### src/rtl/mem_port_arbiter.sv
// Two-requester round-robin arbiter that sequences one access at a time onto a
// single-port memory valid/ready interface, with an optional stall timeout.
module mem_port_arbiter #(
    parameter int ADDR_WIDTH = 6,
    parameter int WIDTH      = 16,
    parameter int TIMEOUT    = 16
) (
    input  logic                    clk,
    input  logic                    res,
    input  logic [1:0]              req_valid,
    input  logic [1:0]              req_wr_rd,
    input  logic [2*ADDR_WIDTH-1:0] req_addr,
    input  logic [2*WIDTH-1:0]      req_wdata,
    output logic [1:0]              req_ready,
    output logic [1:0]              req_err,
    output logic [WIDTH-1:0]        req_rdata,
    output logic                    mem_valid,
    output logic                    mem_wr_rd,
    output logic [ADDR_WIDTH-1:0]   mem_addr,
    output logic [WIDTH-1:0]        mem_wdata,
    input  logic [WIDTH-1:0]        mem_rdata,
    input  logic                    mem_ready,
    output logic                    grant,
    output logic                    busy
);

    localparam int CW = (TIMEOUT > 1) ? $clog2(TIMEOUT + 1) : 1;
    localparam logic [CW-1:0] CNT_LAST = CW'((TIMEOUT > 0) ? TIMEOUT - 1 : 0);

    typedef enum logic [1:0] {
        S_IDLE  = 2'd0,
        S_ISSUE = 2'd1,
        S_RESP  = 2'd2
    } state_e;

    state_e                  state_q;
    logic                    grant_q;
    logic                    last_q;
    logic [CW-1:0]           cnt_q;
    logic                    busy_q;
    logic                    mem_valid_q;
    logic                    mem_wr_rd_q;
    logic [ADDR_WIDTH-1:0]   mem_addr_q;
    logic [WIDTH-1:0]        mem_wdata_q;
    logic [1:0]              req_ready_q;
    logic [1:0]              req_err_q;
    logic [WIDTH-1:0]        req_rdata_q;

    logic                    win_d;
    logic                    win_wr_rd_d;
    logic [ADDR_WIDTH-1:0]   win_addr_d;
    logic [WIDTH-1:0]        win_wdata_d;

    // A tie goes to the requester that did not win last time.
    always_comb begin
        win_d = 1'b0;
        if (req_valid == 2'b11) begin
            win_d = ~last_q;
        end else if (req_valid[1]) begin
            win_d = 1'b1;
        end
        win_wr_rd_d = win_d ? req_wr_rd[1] : req_wr_rd[0];
        win_addr_d  = win_d ? req_addr[ADDR_WIDTH +: ADDR_WIDTH] : req_addr[0 +: ADDR_WIDTH];
        win_wdata_d = win_d ? req_wdata[WIDTH +: WIDTH] : req_wdata[0 +: WIDTH];
    end

    // NOTE: sequential state uses non-blocking assignments so every register
    // samples the pre-edge values, independent of statement order.
    always_ff @(posedge clk) begin
        if (res) begin
            state_q     <= S_IDLE;
            grant_q     <= 1'b0;
            last_q      <= 1'b1;
            cnt_q       <= '0;
            busy_q      <= 1'b0;
            mem_valid_q <= 1'b0;
            mem_wr_rd_q <= 1'b0;
            mem_addr_q  <= '0;
            mem_wdata_q <= '0;
            req_ready_q <= 2'b00;
            req_err_q   <= 2'b00;
            req_rdata_q <= '0;
        end else begin
            case (state_q)
                S_IDLE: begin
                    if (|req_valid) begin
                        grant_q     <= win_d;
                        last_q      <= win_d;
                        mem_valid_q <= 1'b1;
                        mem_wr_rd_q <= win_wr_rd_d;
                        mem_addr_q  <= win_addr_d;
                        mem_wdata_q <= win_wdata_d;
                        cnt_q       <= '0;
                        busy_q      <= 1'b1;
                        state_q     <= S_ISSUE;
                    end
                end
                S_ISSUE: begin
                    cnt_q <= cnt_q + CW'(1);
                    if (mem_ready) begin
                        req_rdata_q          <= mem_wr_rd_q ? '0 : mem_rdata;
                        mem_valid_q          <= 1'b0;
                        req_ready_q[grant_q] <= 1'b1;
                        req_err_q            <= 2'b00;
                        state_q              <= S_RESP;
                    end else if ((TIMEOUT != 0) && (cnt_q == CNT_LAST)) begin
                        req_rdata_q          <= '0;
                        mem_valid_q          <= 1'b0;
                        req_ready_q[grant_q] <= 1'b1;
                        req_err_q[grant_q]   <= 1'b1;
                        state_q              <= S_RESP;
                    end
                end
                S_RESP: begin
                    req_ready_q <= 2'b00;
                    req_err_q   <= 2'b00;
                    req_rdata_q <= '0;
                    cnt_q       <= '0;
                    busy_q      <= 1'b0;
                    state_q     <= S_IDLE;
                end
                default: begin
                    state_q <= S_IDLE;
                end
            endcase
        end
    end

    assign req_ready = req_ready_q;
    assign req_err   = req_err_q;
    assign req_rdata = req_rdata_q;
    assign mem_valid = mem_valid_q;
    assign mem_wr_rd = mem_wr_rd_q;
    assign mem_addr  = mem_addr_q;
    assign mem_wdata = mem_wdata_q;
    assign grant     = grant_q;
    assign busy      = busy_q;

endmodule

### config.mk
export PLATFORM = sky130hd
export DESIGN_NAME = mem_port_arbiter
export DESIGN_NICKNAME = d
export VERILOG_FILES = /design/src/rtl/mem_port_arbiter.sv
export SDC_FILE = /design/constraint.sdc
export NUM_CORES = 1
export LEC_CHECK = 0
export CORE_MARGIN = 1.5
export CORE_UTILIZATION = 43
export DETAILED_ROUTE_END_ITERATION = 10
export PLACE_DENSITY = 0.83
export REMOVE_ABC_BUFFERS = 1
export SYNTH_ARGS = -nofsm -noshare
export SYNTH_HDL_FRONTEND = slang
export SYNTH_SLANG_ARGS = --single-unit
### constraint.sdc
create_clock -name clk -period 3.27 [get_ports clk]
set_input_delay 0.327 -clock clk [delete_from_list [all_inputs] [get_ports clk]]
set_output_delay 0.327 -clock clk [all_outputs]
set_load 0.1 [all_outputs]
==> impl_table.tex <==
\begin{tabular}{lr}
\hline
Metric & Value \\
\hline
\multicolumn{2}{l}{\textbf{Flow run}} \\
Max Cap Viol & 0 \\
\multicolumn{2}{l}{\textbf{Synth}} \\
Mean cell area of the mapped netlist & slightly above 9 µm² \\
Count of flip-flops with a built-in enable after synthesis & 0 \\
Count of state elements after synthesis & between 50 and 60 \\
Post-Synthesis Cell Area & $\sim$0.0023 mm² \\
Number of cells produced by synthesis & 246 \\
Cell types with the largest area share after synthesis & sky130\_fd\_sc\_hd\_\_dfxtp\_1 (48\%), sky130\_fd\_sc\_hd\_\_a311oi\_1 (8.9\%), sky130\_fd\_sc\_hd\_\_nand2\_1 (8.3\%) \\
Yosys warning count & 0 \\
Top post-synthesis cells by count & sky130\_fd\_sc\_hd\_\_dfxtp\_1 (54), sky130\_fd\_sc\_hd\_\_nand2\_1 (50), sky130\_fd\_sc\_hd\_\_a21oi\_1 (29), sky130\_fd\_sc\_hd\_\_a311oi\_1 (23), sky130\_fd\_sc\_hd\_\_a22o\_1 (16) \\
Post-synth cell types & between 40 and 50 \\
Proportion of synthesized chip area in sequential cells & about 48\% \\
Dominant cell by count in the synthesized netlist & sky130\_fd\_sc\_hd\_\_dfxtp\_1 \\
Cell type contributing the most total cell area after synthesis & sky130\_fd\_sc\_hd\_\_dfxtp\_1 \\
Post-synthesis async set-or-reset flop share & 0\% \\
Share of the synthesized area in the top cell type & 47.7\% \\
Flip-flop cell with the highest count after synthesis & sky130\_fd\_sc\_hd\_\_dfxtp\_1 \\
\multicolumn{2}{l}{\textbf{Floorplan}} \\
IO Count & approximately 110 \\
Number of standard-cell rows in the floorplan & 26 \\
Initial Util & 44.3\% \\
Horizontal die dimension & between 70 and 80 µm \\
Die span in y & about 76 µm \\
Area of the core region & 0.00511 mm² \\
Overall die area & 0.00571 mm² \\
\multicolumn{2}{l}{\textbf{Setup path}} \\
Crit-path slowest cell & sky130\_fd\_sc\_hd\_\_clkdlybuf4s50\_1 \\
Startpoint kind of the worst setup timing path & flip-flop \\
Worst Path Required & 2.94 ns \\
Worst reg2reg setup slack & 1.03 ns \\
Worst Setup End Kind & output pin \\
CP bufs+invs & 1 \\
Beginning of the worst register-to-register path & cnt\_q[0] \\
Crit Path Category & reg -> out \\
Maximum fanout count along the critical path & 3 \\
Timing startpoint of the critical path & mem\_wr\_rd \\
Worst path top cell family by delay & buffers and inverters \\
Crit-path max cell delay & between 1 and 1.5 ns \\
Arrival time at the worst endpoint & around 1.9 ns \\
Logic depth of the worst path, buffers included & 1 \\
CP Cell Sequence & clkdlybuf4s50\_1 \\
Critical register-to-register path endpoint & req\_rdata[14] \\
Register-to-Register Path Depth & 6 \\
Worst setup path endpoint & mem\_wr\_rd \\
\multicolumn{2}{l}{\textbf{Clock tree}} \\
Hold bufs inserted after CTS & 0 \\
H-tree lvl count & 2 \\
Number of gates resized after cts & 0 \\
Later-pin clock latency in the skew report & roughly 0.30 ns \\
Clock Tree Root & sky130\_fd\_sc\_hd\_\_clkbuf\_8 \\
Clock transition time at the flip-flop clock pins of the worst setup and hold paths & around 0.10 ns \\
Clock tree from TritonCTS & done \\
Clock buffer count from CTS & 5 \\
Post-CTS Setup Bufs & 0 \\
Number of clock sinks seen by CTS & 54 \\
Clock Tree Buf Depth & 2 \\
\multicolumn{2}{l}{\textbf{Timing}} \\
Shortest period the worst path allows & $\sim$2.2 ns \\
Final setup violation count & 0 \\
Fin Hold WS & between 0.4 and 0.5 ns \\
Worst Setup Slack, final & approximately 1.0 ns \\
Ratio of final minimum period to clock period & about two thirds \\
Unrepaired setup endpoints after global routing & no \\
Total Negative Setup Slacks & 0 ns \\
Layout Skew & between 0.008 and 0.009 ns \\
Final number of hold-violating endpoints & 0 \\
Number of max-slew violations in the final report & 0 \\
Highest attainable clock frequency & between 400 and 500 MHz \\
Slew margin rel. & 30.9\% \\
Worst slew pin tran & about 1.0 ns \\
\multicolumn{2}{l}{\textbf{Pwr}} \\
Share of power burned in registers & between 30\% and 40\% \\
Reported net switching power & approximately 0.72 mW \\
Internal power & roughly 1.1 mW \\
Proportion of power drawn by the clock network & between 20\% and 30\% \\
Leakage dissipation & about 1.3 nW \\
Post-layout total power & 1.87 mW \\
Power Density & roughly 530 mW/mm² \\
Highest ir drop seen on vdd & around 0.24 mV \\
Power share of the combinational group & around 36\% \\
Switching power share of the total & about two fifths \\
\multicolumn{2}{l}{\textbf{Layout}} \\
Share of cells above drive strength 1 & under 10\% \\
Fraction of the core area covered by cells at the end of the flow & around 69\% \\
Number of antenna repair diodes & 0 \\
Filler Cell Count & 431 \\
Final Net Count & approximately 420 \\
Syn-to-layout area delta & 54.6\% \\
\multicolumn{2}{l}{\textbf{Drt}} \\
Via count & between 2k and 2.5k \\
Post-route antenna net violation count & 0 \\
Sum of routed wire length over all layers & $\sim$6300 µm \\
1st-pass router iterations & 4 \\
DR iter-0 viols & 110 \\
Number of vias per cell & $\sim$5.3 \\
DRC Markers & 0 \\
WL/cell & 15.1 µm \\
\multicolumn{2}{l}{\textbf{Outcome}} \\
Status & finished clean \\
\multicolumn{2}{l}{\textbf{Hold path}} \\
Min-Delay Path Class & reg -> reg \\
Number of instances on the worst hold path & 1 \\
\multicolumn{2}{l}{\textbf{Global routing}} \\
Overflow left after global routing & 0 \\
Wire length of the first global-routing pass & between 10000 and 15000 µm \\
Number of global-route vias before repair & approximately 2.2k \\
Initial antenna violation count & 0 \\
Largest net degree at the start of global routing & 33 \\
Overall global routing resource usage & around 23\% \\
\multicolumn{2}{l}{\textbf{Place}} \\
Final weighted congestion in routability-driven placement & 0.764 \\
Count of input and output buffers & 112 \\
Worst slack after detailed placement & approximately 1.0 ns \\
HPWL after DPL & about 4500 µm \\
\hline
\end{tabular}
-- power by group through the flow --
stage | clock (mW) | combinational [mW] | sequential [mW]
3_5_place_dp | 0 | 0.681 | 0.760
2_1_floorplan | 0 | 0.127 | 1.09
4_1_cts | 0.448 | 0.683 | 0.745
3_3_place_gp | 0 | 0.675 | 0.758
6_report | 0.441 | 0.680 | 0.746
5_1_grt | 0.480 | 0.713 | 0.753
-- worst reg2reg max path: cells and delay by family, from the launching register on --
| kind | cells | cell delay, ns |
|---|---|---|
| AO/OA/AOI/OAI | 2 | 0.89 |
| adder cells (fa/ha/maj) | 2 | 0.45 |
| flip-flops | 1 | 0.35 |
| AND/OR/NAND/NOR | 2 | 0.49 |
-- area by class of cell --
type	instances	area, µm²	share of cell area, %
Sequential cell	54	1080	30.9
Tap cell	70	87.6	2.50
Clock inverter	2	37.5	1.07
Multi-Input combinational cell	168	1060	30.4
Inverter	4	15.0	0.429
Clock buffer	6	72.6	2.07
Timing Repair Buffer	115	1140	32.7
-- stage by stage --
step                area (µm²)  instances
detailed placement        3390        411
global route              3500        419
global placement          3390        411
finish                    3500        419
floorplan                 2160        226
CTS                       3500        419
-- worst min-delay path by stage --
stage,from,to
CTS,req_rdata[6],req_rdata[6]
floorplan,res,cnt_q[2]
global route,req_rdata[3],req_rdata[3]
detailed placement,req_rdata[1],req_rdata[1]
finish,req_rdata[3],req_rdata[3]
global placement,mem_valid,mem_valid
-- state kept, by name (all words and copies together), names as in the netlist --
signal	cells
busy	1
cnt_q	5
grant	1
last_q	1
mem_addr	6
mem_valid	1
mem_wdata	16
mem_wr_rd	1
req_err	2
req_rdata	16
req_ready	2
state_q	2
-- metal layers --
metal  routed length, µm  GRT usage [%]  share of wire [%]
met4                  78           6.75                1.2
met2                3150           38.6                 50
met5                   0              0                  0
met3                 512           8.07                8.1
met1                2590           28.3                 41
-- cells in the final DEF (no fill, tap or decap), types with 3 or more instances in the layout --
cell type / synthesis / routed
sky130_fd_sc_hd__inv_1: 3 / 3
sky130_fd_sc_hd__a311oi_1: 23 / 23
sky130_fd_sc_hd__clkdlybuf4s50_1: 0 / 112
sky130_fd_sc_hd__nor3_1: 3 / 3
sky130_fd_sc_hd__buf_4: 1 / 3
sky130_fd_sc_hd__nor2_1: 7 / 6
sky130_fd_sc_hd__a22o_1: 16 / 16
sky130_fd_sc_hd__a21oi_1: 29 / 29
sky130_fd_sc_hd__clkbuf_8: 0 / 5
sky130_fd_sc_hd__nand2_1: 50 / 50
sky130_fd_sc_hd__o21ai_0: 3 / 3
sky130_fd_sc_hd__nand2b_1: 4 / 4
sky130_fd_sc_hd__dfxtp_1: 54 / 54
-- cell families (layout without fill, tap and decap cells) --
logic type	after synthesis	in the layout	share of synthesized area [%]
AO/OA/AOI/OAI	86	86	28.4
XOR/XNOR	1	1	0.387
adder cells (fa/ha/maj)	2	2	1.10
buffers and inverters	24	127	5.36
flip-flops	54	54	47.7
multiplexers	2	2	0.994
AND/OR/NAND/NOR	77	77	16.0
Power figures use the tool's default switching activity.
